--- src/rtl/matmul_pkg.sv ---
// Shared types and size derivations for the matrix-multiply sequencer.
// Widths follow from BUS_WIDTH/DATA_WIDTH through the helper functions below.
package matmul_pkg;

    localparam int DIM_FIELD_W = 2;

    typedef enum logic [2:0] {
        ST_IDLE,
        ST_LOAD,
        ST_COMPUTE,
        ST_WRITEBACK,
        ST_DONE
    } seq_state_e;

    function automatic int calc_max_dim(input int bus_w, input int data_w);
        return bus_w / data_w;
    endfunction

    // A single-row array still needs a one-bit row index port.
    function automatic int calc_row_w(input int max_dim);
        return (max_dim <= 1) ? 1 : $clog2(max_dim);
    endfunction

    function automatic int calc_cnt_w(input int max_dim);
        return $clog2(3 * max_dim);
    endfunction

endpackage

--- src/rtl/matmul_sequencer_if.sv ---
// Control-register and datapath-control bundle of the matmul sequencer.
// Signal suffixes are from the sequencer's point of view.
interface matmul_sequencer_if #(
    parameter int ROW_W = 1
);

    logic                                start_bit_i;
    logic [matmul_pkg::DIM_FIELD_W-1:0]  n_dim_i;
    logic [matmul_pkg::DIM_FIELD_W-1:0]  k_dim_i;
    logic [matmul_pkg::DIM_FIELD_W-1:0]  m_dim_i;
    logic                                mode_bit_i;

    logic                                start_send_o;
    logic                                pe_enable_o;
    logic                                sp_we_o;
    logic                                sp_acc_o;
    logic [ROW_W-1:0]                    sp_row_o;
    logic                                busy_o;
    logic                                clear_start_o;

    modport slave (
        input  start_bit_i, n_dim_i, k_dim_i, m_dim_i, mode_bit_i,
        output start_send_o, pe_enable_o, sp_we_o, sp_acc_o, sp_row_o,
               busy_o, clear_start_o
    );

    modport master (
        output start_bit_i, n_dim_i, k_dim_i, m_dim_i, mode_bit_i,
        input  start_send_o, pe_enable_o, sp_we_o, sp_acc_o, sp_row_o,
               busy_o, clear_start_o
    );

endinterface

--- src/rtl/matmul_sequencer_counter.sv ---
// Phase counter shared by COMPUTE and WRITEBACK: clear, count-enable,
// saturating at all-ones, terminal flag when the count equals last_i.
module seq_counter #(
    parameter int WIDTH = 3
) (
    input  logic             clk_i,
    input  logic             rst_ni,
    input  logic             clear_i,
    input  logic             enable_i,
    input  logic [WIDTH-1:0] last_i,
    output logic [WIDTH-1:0] count_o,
    output logic             tc_o
);

    logic [WIDTH-1:0] count_q, count_d;

    always_comb begin
        count_d = count_q;
        if (clear_i) begin
            count_d = '0;
        end else if (enable_i && (count_q != '1)) begin
            count_d = count_q + 1'b1;
        end
    end

    // NOTE: state registers use non-blocking assignments so every flop samples
    // pre-edge values regardless of process evaluation order.
    always_ff @(posedge clk_i or negedge rst_ni) begin
        if (!rst_ni) begin
            count_q <= '0;
        end else begin
            count_q <= count_d;
        end
    end

    assign count_o = count_q;
    assign tc_o    = (count_q == last_i);

endmodule

--- src/rtl/matmul_sequencer.sv ---
// Sequencer for the systolic matmul: LOAD -> COMPUTE -> WRITEBACK -> DONE.
// Optional busy-cycle counter port enabled by defining MATMUL_SEQ_CYCLE_COUNT_EN.
module matmul_sequencer
    import matmul_pkg::*;
#(
    parameter int DATA_WIDTH = 32,
    parameter int BUS_WIDTH  = 64
) (
    input  logic                 clk_i,
    input  logic                 rst_ni,
    matmul_sequencer_if.slave    bus
`ifdef MATMUL_SEQ_CYCLE_COUNT_EN
    ,
    output logic [15:0]          cycle_cnt_o
`endif
);

    localparam int MAX_DIM = calc_max_dim(BUS_WIDTH, DATA_WIDTH);
    localparam int ROW_W   = calc_row_w(MAX_DIM);
    localparam int CNT_W   = calc_cnt_w(MAX_DIM);

    typedef logic [CNT_W-1:0] cnt_t;

    seq_state_e state_q, state_d;
    cnt_t       n_q, n_d;
    cnt_t       k_q, k_d;
    cnt_t       m_q, m_d;
    logic       mode_q, mode_d;

    cnt_t       cnt;
    cnt_t       cnt_last;
    cnt_t       compute_last;
    cnt_t       wb_last;
    logic       cnt_tc;
    logic       cnt_clear;
    logic       cnt_en;

    logic             start_send;
    logic             pe_enable;
    logic             sp_we;
    logic             sp_acc;
    logic [ROW_W-1:0] sp_row;
    logic             busy;
    logic             clear_start;

    function automatic cnt_t clamp_dim(input logic [DIM_FIELD_W-1:0] field);
        int size;
        size = int'(field) + 1;
        if (size > MAX_DIM) begin
            size = MAX_DIM;
        end
        return cnt_t'(size);
    endfunction

    // COMPUTE runs N+K+M-2 cycles, so its terminal count is N+K+M-3.
    assign compute_last = n_q + k_q + m_q - cnt_t'(3);
    assign wb_last      = n_q - cnt_t'(1);

    seq_counter #(
        .WIDTH (CNT_W)
    ) u_phase_cnt (
        .clk_i    (clk_i),
        .rst_ni   (rst_ni),
        .clear_i  (cnt_clear),
        .enable_i (cnt_en),
        .last_i   (cnt_last),
        .count_o  (cnt),
        .tc_o     (cnt_tc)
    );

    // NOTE: every signal driven here gets a default first, so no path through
    // the case statement can leave a value held and infer a latch.
    always_comb begin
        state_d   = state_q;
        n_d       = n_q;
        k_d       = k_q;
        m_d       = m_q;
        mode_d    = mode_q;
        cnt_clear = 1'b1;
        cnt_en    = 1'b0;
        cnt_last  = compute_last;

        case (state_q)
            ST_IDLE: begin
                if (bus.start_bit_i) begin
                    state_d = ST_LOAD;
                    n_d     = clamp_dim(bus.n_dim_i);
                    k_d     = clamp_dim(bus.k_dim_i);
                    m_d     = clamp_dim(bus.m_dim_i);
                    mode_d  = bus.mode_bit_i;
                end
            end
            ST_LOAD: begin
                state_d = ST_COMPUTE;
            end
            ST_COMPUTE: begin
                cnt_clear = cnt_tc;
                cnt_en    = 1'b1;
                cnt_last  = compute_last;
                if (cnt_tc) begin
                    state_d = ST_WRITEBACK;
                end
            end
            ST_WRITEBACK: begin
                cnt_clear = cnt_tc;
                cnt_en    = 1'b1;
                cnt_last  = wb_last;
                if (cnt_tc) begin
                    state_d = ST_DONE;
                end
            end
            ST_DONE: begin
                state_d = ST_IDLE;
            end
            default: begin
                state_d = ST_IDLE;
            end
        endcase
    end

    always_ff @(posedge clk_i or negedge rst_ni) begin
        if (!rst_ni) begin
            state_q <= ST_IDLE;
            n_q     <= '0;
            k_q     <= '0;
            m_q     <= '0;
            mode_q  <= 1'b0;
        end else begin
            state_q <= state_d;
            n_q     <= n_d;
            k_q     <= k_d;
            m_q     <= m_d;
            mode_q  <= mode_d;
        end
    end

    // Outputs depend only on registered state and count, so reset clears them at once.
    always_comb begin
        start_send  = 1'b0;
        pe_enable   = 1'b0;
        sp_we       = 1'b0;
        sp_acc      = 1'b0;
        sp_row      = '0;
        busy        = 1'b1;
        clear_start = 1'b0;

        case (state_q)
            ST_IDLE:      busy = 1'b0;
            ST_LOAD:      start_send = 1'b1;
            ST_COMPUTE:   pe_enable = 1'b1;
            ST_WRITEBACK: begin
                sp_we  = 1'b1;
                sp_acc = mode_q;
                sp_row = cnt[ROW_W-1:0];
            end
            ST_DONE:      clear_start = 1'b1;
            default:      busy = 1'b0;
        endcase
    end

    assign bus.start_send_o  = start_send;
    assign bus.pe_enable_o   = pe_enable;
    assign bus.sp_we_o       = sp_we;
    assign bus.sp_acc_o      = sp_acc;
    assign bus.sp_row_o      = sp_row;
    assign bus.busy_o        = busy;
    assign bus.clear_start_o = clear_start;

`ifdef MATMUL_SEQ_CYCLE_COUNT_EN
    logic [15:0] cycle_cnt_q, cycle_cnt_d;

    always_comb begin
        cycle_cnt_d = cycle_cnt_q;
        if (state_q == ST_IDLE) begin
            if (bus.start_bit_i) begin
                cycle_cnt_d = '0;
            end
        end else if (cycle_cnt_q != 16'hFFFF) begin
            cycle_cnt_d = cycle_cnt_q + 16'd1;
        end
    end

    always_ff @(posedge clk_i or negedge rst_ni) begin
        if (!rst_ni) begin
            cycle_cnt_q <= '0;
        end else begin
            cycle_cnt_q <= cycle_cnt_d;
        end
    end

    assign cycle_cnt_o = cycle_cnt_q;
`endif

endmodule
--- src/flat_wrapper.sv ---
// flat-port wrapper written by rule: the top's interface ports become plain ports
module matmul_sequencer_flat import matmul_pkg::*;
#(
    parameter int DATA_WIDTH = 32,
    parameter int BUS_WIDTH  = 64
)
  (clk_i, rst_ni, bus_start_bit_i, bus_n_dim_i, bus_k_dim_i, bus_m_dim_i, bus_mode_bit_i, bus_start_send_o, bus_pe_enable_o, bus_sp_we_o, bus_sp_acc_o, bus_sp_row_o, bus_busy_o, bus_clear_start_o);
  matmul_sequencer_if bus_i ();
  input  logic clk_i;
  input  logic rst_ni;
  input wire logic [$bits(bus_i.start_bit_i)-1:0] bus_start_bit_i;
  input wire logic [$bits(bus_i.n_dim_i)-1:0] bus_n_dim_i;
  input wire logic [$bits(bus_i.k_dim_i)-1:0] bus_k_dim_i;
  input wire logic [$bits(bus_i.m_dim_i)-1:0] bus_m_dim_i;
  input wire logic [$bits(bus_i.mode_bit_i)-1:0] bus_mode_bit_i;
  output wire logic [$bits(bus_i.start_send_o)-1:0] bus_start_send_o;
  output wire logic [$bits(bus_i.pe_enable_o)-1:0] bus_pe_enable_o;
  output wire logic [$bits(bus_i.sp_we_o)-1:0] bus_sp_we_o;
  output wire logic [$bits(bus_i.sp_acc_o)-1:0] bus_sp_acc_o;
  output wire logic [$bits(bus_i.sp_row_o)-1:0] bus_sp_row_o;
  output wire logic [$bits(bus_i.busy_o)-1:0] bus_busy_o;
  output wire logic [$bits(bus_i.clear_start_o)-1:0] bus_clear_start_o;
  assign bus_i.start_bit_i = bus_start_bit_i;
  assign bus_i.n_dim_i = bus_n_dim_i;
  assign bus_i.k_dim_i = bus_k_dim_i;
  assign bus_i.m_dim_i = bus_m_dim_i;
  assign bus_i.mode_bit_i = bus_mode_bit_i;
  assign bus_start_send_o = bus_i.start_send_o;
  assign bus_pe_enable_o = bus_i.pe_enable_o;
  assign bus_sp_we_o = bus_i.sp_we_o;
  assign bus_sp_acc_o = bus_i.sp_acc_o;
  assign bus_sp_row_o = bus_i.sp_row_o;
  assign bus_busy_o = bus_i.busy_o;
  assign bus_clear_start_o = bus_i.clear_start_o;
  matmul_sequencer #(.DATA_WIDTH(DATA_WIDTH), .BUS_WIDTH(BUS_WIDTH)) u_core (.clk_i(clk_i), .rst_ni(rst_ni), .bus(bus_i));
endmodule
--- config.mk ---
export PLATFORM = sky130hd
export DESIGN_NAME = matmul_sequencer_flat
export DESIGN_NICKNAME = d
export VERILOG_FILES = /design/src/rtl/matmul_pkg.sv /design/src/rtl/matmul_sequencer_if.sv /design/src/rtl/matmul_sequencer_counter.sv /design/src/rtl/matmul_sequencer.sv /design/src/flat_wrapper.sv
export SDC_FILE = /design/constraint.sdc
export NUM_CORES = 1
export LEC_CHECK = 0
export ABC_AREA = 0
export BUFFER_PORTS_ARGS = -buffer_cell sky130_fd_sc_hd__buf_4
export CORE_MARGIN = 4
export CORE_UTILIZATION = 55
export DETAILED_ROUTE_END_ITERATION = 10
export GPL_TIMING_DRIVEN = 1
export PLACE_DENSITY = 0.78
export RECOVER_POWER = 50
export SETUP_SLACK_MARGIN = 0.5
export SYNTH_ARGS = -nofsm -noshare
export SYNTH_HDL_FRONTEND = slang
export SYNTH_SLANG_ARGS = --single-unit
export TNS_END_PERCENT = 1
--- constraint.sdc ---
create_clock -name clk_i -period 8.1 [get_ports clk_i]
set_clock_uncertainty 0.15 [all_clocks]
set_input_delay 1.62 -clock clk_i [delete_from_list [all_inputs] [get_ports clk_i]]
set_output_delay 1.62 -clock clk_i [all_outputs]
set_load 0.02 [all_outputs]
======== Word level (Yosys, flattened, before mapping) ========
Cells that the tools add are included.
storage, ports and cells
  register bits ........................... 16
  word-level logic and storage cells ...... 52
  input bits .............................. 10
  output and inout bits ................... 7
cells by class
  muxes and demuxes ....................... 19
  eq/ne operators ......................... 9
  magnitude comparators ................... 3
  $add $sub $neg .......................... 8
  reductions and logical operators ........ 7
operators by type and width
  kind                   number
  $gt A32 B3 Y1 const B  3
  $mux W3                9
  $pmux W3 S4            1
  $add A2 B1 Y3 const B  3
  $mux W1                9
  $add A3 B3 Y3          2
  $eq A3 B2 Y1 const B   2
  $ne A2 B1 Y1 const B   2
  $reduce_or A4 Y1       1
  $add A3 B1 Y3 const B  1
  $eq A3 B1 Y1 const B   1
  $eq A3 B3 Y1           1
  $eq A3 B3 Y1 const B   1
  $logic_not A3 Y1       1
  $ne A3 B3 Y1 const B   1
  $reduce_and A3 Y1      1
  $sub A3 B1 Y3 const B  1
  $sub A3 B2 Y3 const B  1
  $ne A2 B2 Y1 const B   1
  $reduce_and A2 Y1      1
  $reduce_bool A2 Y1     1
  $reduce_or A2 Y1       1
  $logic_and A1 B1 Y1    1

======== Depth between registers and ports, before layout ========
Gate-level depths: netlist (run 1).
  word-level depth ........................ 7
  gate-level depth with buffers ........... 11
  gate-level depth less buffers ........... 11

======== Modules after synthesis ========
Synthesis (run 1) repeated with hierarchy kept, for this count alone.
second synthesis, totals
  cell total of the unflattened synthesis .. 94
  area total of the unflattened synthesis .. 964.7 µm²
by module, submodules not included
  module            area an instance (µm²)  seq. area each (µm²)  cells each  times used
  matmul_sequencer  779.5                   325.3                 78          1
  seq_counter       185.2                   75.1                  16          1

======== Worst setup path after synthesis (run 1) ========
Ideal clock, no wire load.
  kind .................................... reg-to-output
  start point ............................. reg u_core.state_q[0]
  end point ............................... out bus_sp_acc_o
  data required time ...................... 6.330 ns
  buffers on the path ..................... 2
  setup slack ............................. 5.300 ns
  stages on the path, launching flop included .. 5
  arrival time ............................ 1.030 ns
  path through ............................ dfrtp_1 buf_6 and3b_1 buf_6 and2_2
on the way
  longest elaborated chain between the ends .. 2
RTL lines
  element                 RTL line                 RTL
  start, declared         matmul_sequencer.sv:24   seq_state_e state_q, state_d;
  start signal, assigned  matmul_sequencer.sv:129  state_q <= state_d;
  $eq A3 B2 Y1            matmul_sequencer.sv:147  case (state_q)
  $mux W1                 matmul_sequencer.sv:147
  end, declared           flat_wrapper.sv:19       output wire logic [$bits(bus_i.sp_acc_o)-1:0] bus_sp_acc_o;
Every way passes these cells.

======== Final worst setup path (run 1) ========
  start point ............................. reg u_core.state_q[0]
  end point ............................... out bus_sp_row_o
on the way
  longest elaborated chain between the ends .. 2
RTL lines
  element        RTL line                 RTL
  $eq A3 B2 Y1   matmul_sequencer.sv:147
  $mux W1        matmul_sequencer.sv:147
  end, declared  flat_wrapper.sv:20       output wire logic [$bits(bus_i.sp_row_o)-1:0] bus_sp_row_o;
Every way passes these cells.

==> results.yml, run 1 <==
route:
  vias_per_cell: 5.10
  ant_nets: 0
  drt_wl_total_um: 1780
  route.vias.total: 714
  wl_per_cell_um: 12.7
  drt_iter0_markers: 6
  drt_pass1_iterations: 3
  drc: 0
clock_network:
  cts_buffers: 3
  cts_hold_buffers: 0
  h-tree-depth: 1
  cts.clk_slew.worst_paths_ns: 0.10
  ctsResizeCount: 0
  cts_tree: "yes"
  cts_setup_buffers: 0
  clock-sinks: 16
  root_buffer: "clkbuf_4"
  clock_latency_ns: 0.29
  cts_buffer_depth: 2
setup_path:
  slowest_stage: "dfrtp_1"
  critPathMaxStageDelay_ns: 0.51
  crit_required_ns: 6.33
  arrival_ns: 1.63
  r2r-start: "u_core.m_q[1]"
  worst-setup-path-type: "reg -> out"
  critical_path.cell_chain: "and3b_1, and2_2, buf_4"
  end_kind: "output port"
  start_kind: "register"
  startpoint: "u_core.state_q[0]"
  cp_max_fo: 10
synth:
  ys_top_cells_by_count: "dfrtp_1, inv_1, ha_1"
  yosysMostFrequentCell: "dfrtp_1"
  yosys.area.top_type: "dfrtp_1"
  synth_edf_count: 0
  synth_fp_nets: 116
  synth_cell_types: 34
  yosysWarnings: 0
  synth_seq_cells: 16
  async_reset_ff_share_pct: 100
  synth_top_area_share_pct: 39.0
  synth_ff_type: "dfrtp_1"
  synthesis.area_sq_um: 1030
  synthTopCellsByArea: "dfrtp_1, ha_1, xnor2_1"
  seq_area_frac_synth_pct: 39.0
  syn-mean-instance-area_sq_um: 10.5
  synth_cells: 98
hold_path:
  hp-start: "u_core.mode_q"
  holdCritPathClass: "reg -> reg"
global_route:
  antenna_found_initial: 0
  grt_max_degree: 17
  grt_pass1_vias: 730
  grt-ovfl-total: 0
  grt_util_all_layers_pct: 15.6
  grt_pass1_wl_um: 3090
floorplan:
  initial_core_util_pct: 58.8
  rows: 15
  die_w_um: 51.2
  core_area_sq_um: 1750
  io_pins: 17
  die_area_sq_um: 2620
  chipHeight_um: 51.2
timing:
  fin_ws_ns: 4.70
  worstMarginPinSlew_ns: 0.835
  final_hold_viol_count: 0
  tns_ns: 0
  period_share_pct: 42.0
  drv_slew: 0
  period_minus_slack_ns: 3.40
  maxSlewHeadroom_pct: 44.3
  clock.fmax_mhz: 294
  setup_violations: 0
  rsz0062_at_grt: "no"
  hold_ws_ns: 0.344
pwr:
  leakage_nw: 0.601
  p_per_area_nw_per_um2: 453
  irDropWorstVdd_mv: 0.288
  p_total_mw: 0.539
cells_and_area:
  drive_gt1_share_pct: 24.3
  fin_util_pct: 68.2
  stdcell_area_sq_um: 1190
  nets: 134
  fin_cells: 140
  syn2layout_area_growth_pct: 16.0
  antenna_cells: 0
  fillers: 148
placement:
  placed_area_sq_um: 1150
  post-place-ws_ns: 4.72
  dp_hpwl_um: 1340
  routabilityCongestion: 0.725
  io_buffers: 16
  dp.cells: 136
run_status:
  status: "complete, no violations"
flow_run:
  max-cap-violations: 0
## final cells by class
cell class / count / area, sq um / share of cell area [%]
tap: 25 / 31.3 / 2.63
clock buffer: 4 / 36.3 / 3.05
inverter: 10 / 37.5 / 3.15
timing repair buffer: 16 / 116 / 9.78
sequential: 16 / 400 / 33.6
multi-input combinational: 69 / 568 / 47.7
## kinds of logic after synthesis
family	after synthesis	synth area share, %
AND/OR/NAND/NOR	37	22.8
flip-flops	16	39.0
buffers and inverters	13	6.22
AO/OA/AOI/OAI	11	7.32
XOR/XNOR	9	9.02
adder cells (fa/ha/maj)	8	10.5
multiplexers	4	5.12
## worst max-delay path, delay by kind of cell, from the launching register on
| kind | cells | cell delay (ns) |
|---|---|---|
| AND/OR/NAND/NOR | 2 | 0.69 |
| flip-flops | 1 | 0.51 |
| buffers and inverters | 1 | 0.13 |
## final timing paths
| kind | to | slack [ns] | depth (start not counted) |
|---|---|---|---|
| worst max-delay path | bus_sp_row_o | 4.70 | 3 |
| worst min-delay path | u_core.mode_q | 0.34 | 2 |
| worst max register to register | u_core.state_q[1] | 5.15 | 11 |
| worst min register to register | u_core.mode_q | 0.34 | 2 |
| max in group asynchronous | u_core.k_q[2] | 6.05 | 1 |
| min in group asynchronous | u_core.state_q[2] | 1.24 | 1 |
## state kept, by name, indices dropped and copies added (netlist names)
register / count
u_core.m_q: 3
u_core.u_phase_cnt.count_o: 3
u_core.k_q: 3
u_core.n_q: 3
u_core.mode_q: 1
u_core.state_q: 3
## layout by cell type (no fill, tap or decap), types with 2 or more instances in the layout
master / n
nor3b_1: 2
nor3_1: 3
or3_1: 4
nor2_1: 4
nand2_1: 6
mux2i_1: 3
xnor2_1: 6
or2_2: 2
and2_2: 3
xor2_1: 2
dfrtp_1: 16
buf_4: 14
a21boi_0: 3
clkbuf_4: 4
ha_1: 7
nor2b_1: 3
o21ai_0: 3
a21oi_1: 2
inv_1: 10
## report_power, final
group,switching (mW),leakage [nW],internal (mW)
clock,0.0269,0.0210,0.0274
combinational,0.182,0.383,0.172
sequential,0.0231,0.197,0.108
total,0.232,0.601,0.307
## metal layers
| layer | routed length (um) | GRT usage [%] | vias to the layer above |
|---|---|---|---|
| met1 | 919 | 20.6 | 329 |
| met4 | 27 | 5.38 | 0 |
| met2 | 776 | 25.8 | 14 |
| li1 | - | - | 367 |
| met3 | 58 | 2.62 | 4 |
| met5 | 0 | 0 | - |
Power figures use the tool's default switching activity.
==> run 2: changes to the inputs <==
--- a/config.mk
+++ b/config.mk
@@ -8,10 +8,10 @@
 export ABC_AREA = 0
 export BUFFER_PORTS_ARGS = -buffer_cell sky130_fd_sc_hd__buf_4
 export CORE_MARGIN = 4
-export CORE_UTILIZATION = 55
+export CORE_UTILIZATION = 54
 export DETAILED_ROUTE_END_ITERATION = 10
 export GPL_TIMING_DRIVEN = 1
-export PLACE_DENSITY = 0.78
+export PLACE_DENSITY = 0.77
 export RECOVER_POWER = 50
 export SETUP_SLACK_MARGIN = 0.5
 export SYNTH_ARGS = -nofsm -noshare
==> constraint.sdc (replaced) <==
create_clock -name clk_i -period 3.6 [get_ports clk_i]
set_clock_uncertainty 0.15 [all_clocks]
set_input_delay 0.72 -clock clk_i [delete_from_list [all_inputs] [get_ports clk_i]]
set_output_delay 0.72 -clock clk_i [all_outputs]
set_load 0.02 [all_outputs]
==> run 2 against run 1 <==
Against the previous run: sequential power rose by 130%; worst hold slack improved by 0.0014 ns; total power rose by 130%; sequential share of layout area barely moved; design area rose by 0.11%; core utilization fell by 0.65 points; setup slack got worse by 4.0 ns; combinational power rose by 140%; clock-buffer cell count did not move; register-to-register slack got worse by 4.5 ns; first-iteration DRC count rose by 130%; critical path type is now reg -> reg; critical endpoint is now u_core.state_q[1]; largest cell class unchanged; highest routed layer unchanged.
==> results.yml, run 2 (same netlist as run 1, synthesis figures left out) <==
timing:
  final_hold_viol_count: 0
  tns_ns: 0
  hold_ws_ns: 0.345
  drv_slew: 0
  period_share_pct: 81.3
  setup_violations: 0
  clock.fmax_mhz: 342
  rsz0062_at_grt: "yes"
  fin_ws_ns: 0.672
  period_minus_slack_ns: 2.93
  maxSlewHeadroom_pct: 41.1
  worstMarginPinSlew_ns: 0.883
global_route:
  grt_util_all_layers_pct: 18.0
  antenna_found_initial: 0
  grt_max_degree: 17
  grt_pass1_vias: 807
  grt_pass1_wl_um: 3550
  grt-ovfl-total: 0
setup_path:
  path_buf_inv: 2
  end_kind: "register"
  endpoint: "u_core.state_q[1]"
  r2r-start: "u_core.m_q[1]"
  arrival_ns: 2.95
  start_kind: "register"
  slowest_stage: "fa_1"
  critPathTopFamily: "adder cells"
  cp_max_fo: 7
  critical_path_depth: 11
  crit_required_ns: 3.62
  rr_endpoint: "u_core.state_q[1]"
  rr_worst_depth: 11
  critical_path.cell_chain: "inv_1, fa_1, inv_1, ha_1, ha_1, xnor2_1, xnor3_1, mux2i_4, nand2_1, a21oi_2, a31oi_1"
  startpoint: "u_core.m_q[1]"
  critPathMaxStageDelay_ns: 0.53
  worst-setup-path-type: "reg -> reg"
  ff2ff_setup_slack_ns: 0.67
cells_and_area:
  syn2layout_area_growth_pct: 16.1
  fillers: 148
  nets: 135
  regArea_sq_um: 400
  multi_input_area_sq_um: 566
  fin_util_pct: 67.5
  antenna_cells: 0
  drive_gt1_share_pct: 24.1
  final_cell_mix: "dfrtp_1, buf_4, inv_1, ha_1"
  final_common_cell: "dfrtp_1"
clock_network:
  ctsResizeCount: 0
  root_buffer: "clkbuf_4"
  cts.clk_slew.worst_paths_ns: 0.10
  cts_hold_buffers: 0
  clock_latency_ns: 0.29
  cts_tree: "yes"
  cts_setup_buffers: 0
  cts_buffers: 3
  cts_buffer_depth: 2
  clock-sinks: 16
  h-tree-depth: 1
route:
  wl_per_cell_um: 14.8
  route.vias.total: 739
  vias_per_cell: 5.24
  drc: 0
  drt_pass1_iterations: 3
  ant_nets: 0
  drt_wl_total_um: 2090
  drt_iter0_markers: 14
pwr:
  irDropWorstVdd_mv: 0.762
  pwr-share-seq_pct: 23.4
  comb_power_share_pct: 66.9
  p_switching_mw: 0.567
  p_int_mw: 0.697
  p_per_area_nw_per_um2: 1060
  p_clk_share_pct: 9.7
  leakage_nw: 0.601
  p_sw_share_pct: 44.9
floorplan:
  core_area_sq_um: 1760
  die_area_sq_um: 2660
  die_w_um: 51.6
  initial_core_util_pct: 58.2
  io_pins: 17
  chipHeight_um: 51.6
  rows: 15
placement:
  post-place-ws_ns: 0.653
  routabilityCongestion: 0.809
  io_buffers: 16
  dp_hpwl_um: 1570
run_status:
  status: "complete, no violations"
flow_run:
  max-cap-violations: 0
hold_path:
  holdCritPathClass: "reg -> reg"
[run 2: layout make-up]
type / count / share of cell area, %
clock buffer: 4 / 3.05
inverter: 10 / 3.15
multi-input combinational: 69 / 47.5
sequential: 16 / 33.6
tap: 25 / 2.63
timing repair buffer: 17 / 10.1
[run 2: power groups by stage]
stage	combinational [mW]	sequential [mW]	clock, mW
detailed placement	0.829	0.298	0
global route	0.937	0.306	0.133
CTS	0.836	0.296	0.124
global placement	0.782	0.296	0
finish	0.846	0.295	0.122
floorplan	0.684	0.277	0
[run 2: per-stage QoR]
stage          total power, mW  cells  area (sq um)
3_3_place_gp              1.08    137          1160
4_1_cts                   1.26    141          1190
2_1_floorplan            0.961     98          1030
3_5_place_dp              1.13    137          1160
5_1_grt                   1.38    141          1190
6_report                  1.26    141          1190
[run 2: how the worst min path moves through the flow]
stage,from,endpoint,slack [ns],cells past startpoint
after floorplan,rst_ni,u_core.k_q[0],0.27,0
after global placement,u_core.mode_q,u_core.mode_q,0.32,2
after detailed placement,u_core.mode_q,u_core.mode_q,0.32,2
after CTS,rst_ni,u_core.u_phase_cnt.count_o[2],0.12,1
after global routing,u_core.mode_q,u_core.mode_q,0.38,2
final,u_core.mode_q,u_core.mode_q,0.35,2
[run 2: worst reg2reg max path: cells and delay by family (launching register included)]
family	cells	cell delay (ns)
simple gates	1	0.14
xor+xnor	2	0.45
fa+ha+maj	3	1.02
flops	1	0.33
buf+inv	2	0.10
compound gates	2	0.35
mux	1	0.25
[run 2: metal layers]
layer | GRT usage, % | part of all wire, %
met5 | 0 | 0
met4 | 7.42 | 1.7
met3 | 3.72 | 2.9
met2 | 30.1 | 51
met1 | 22.4 | 45
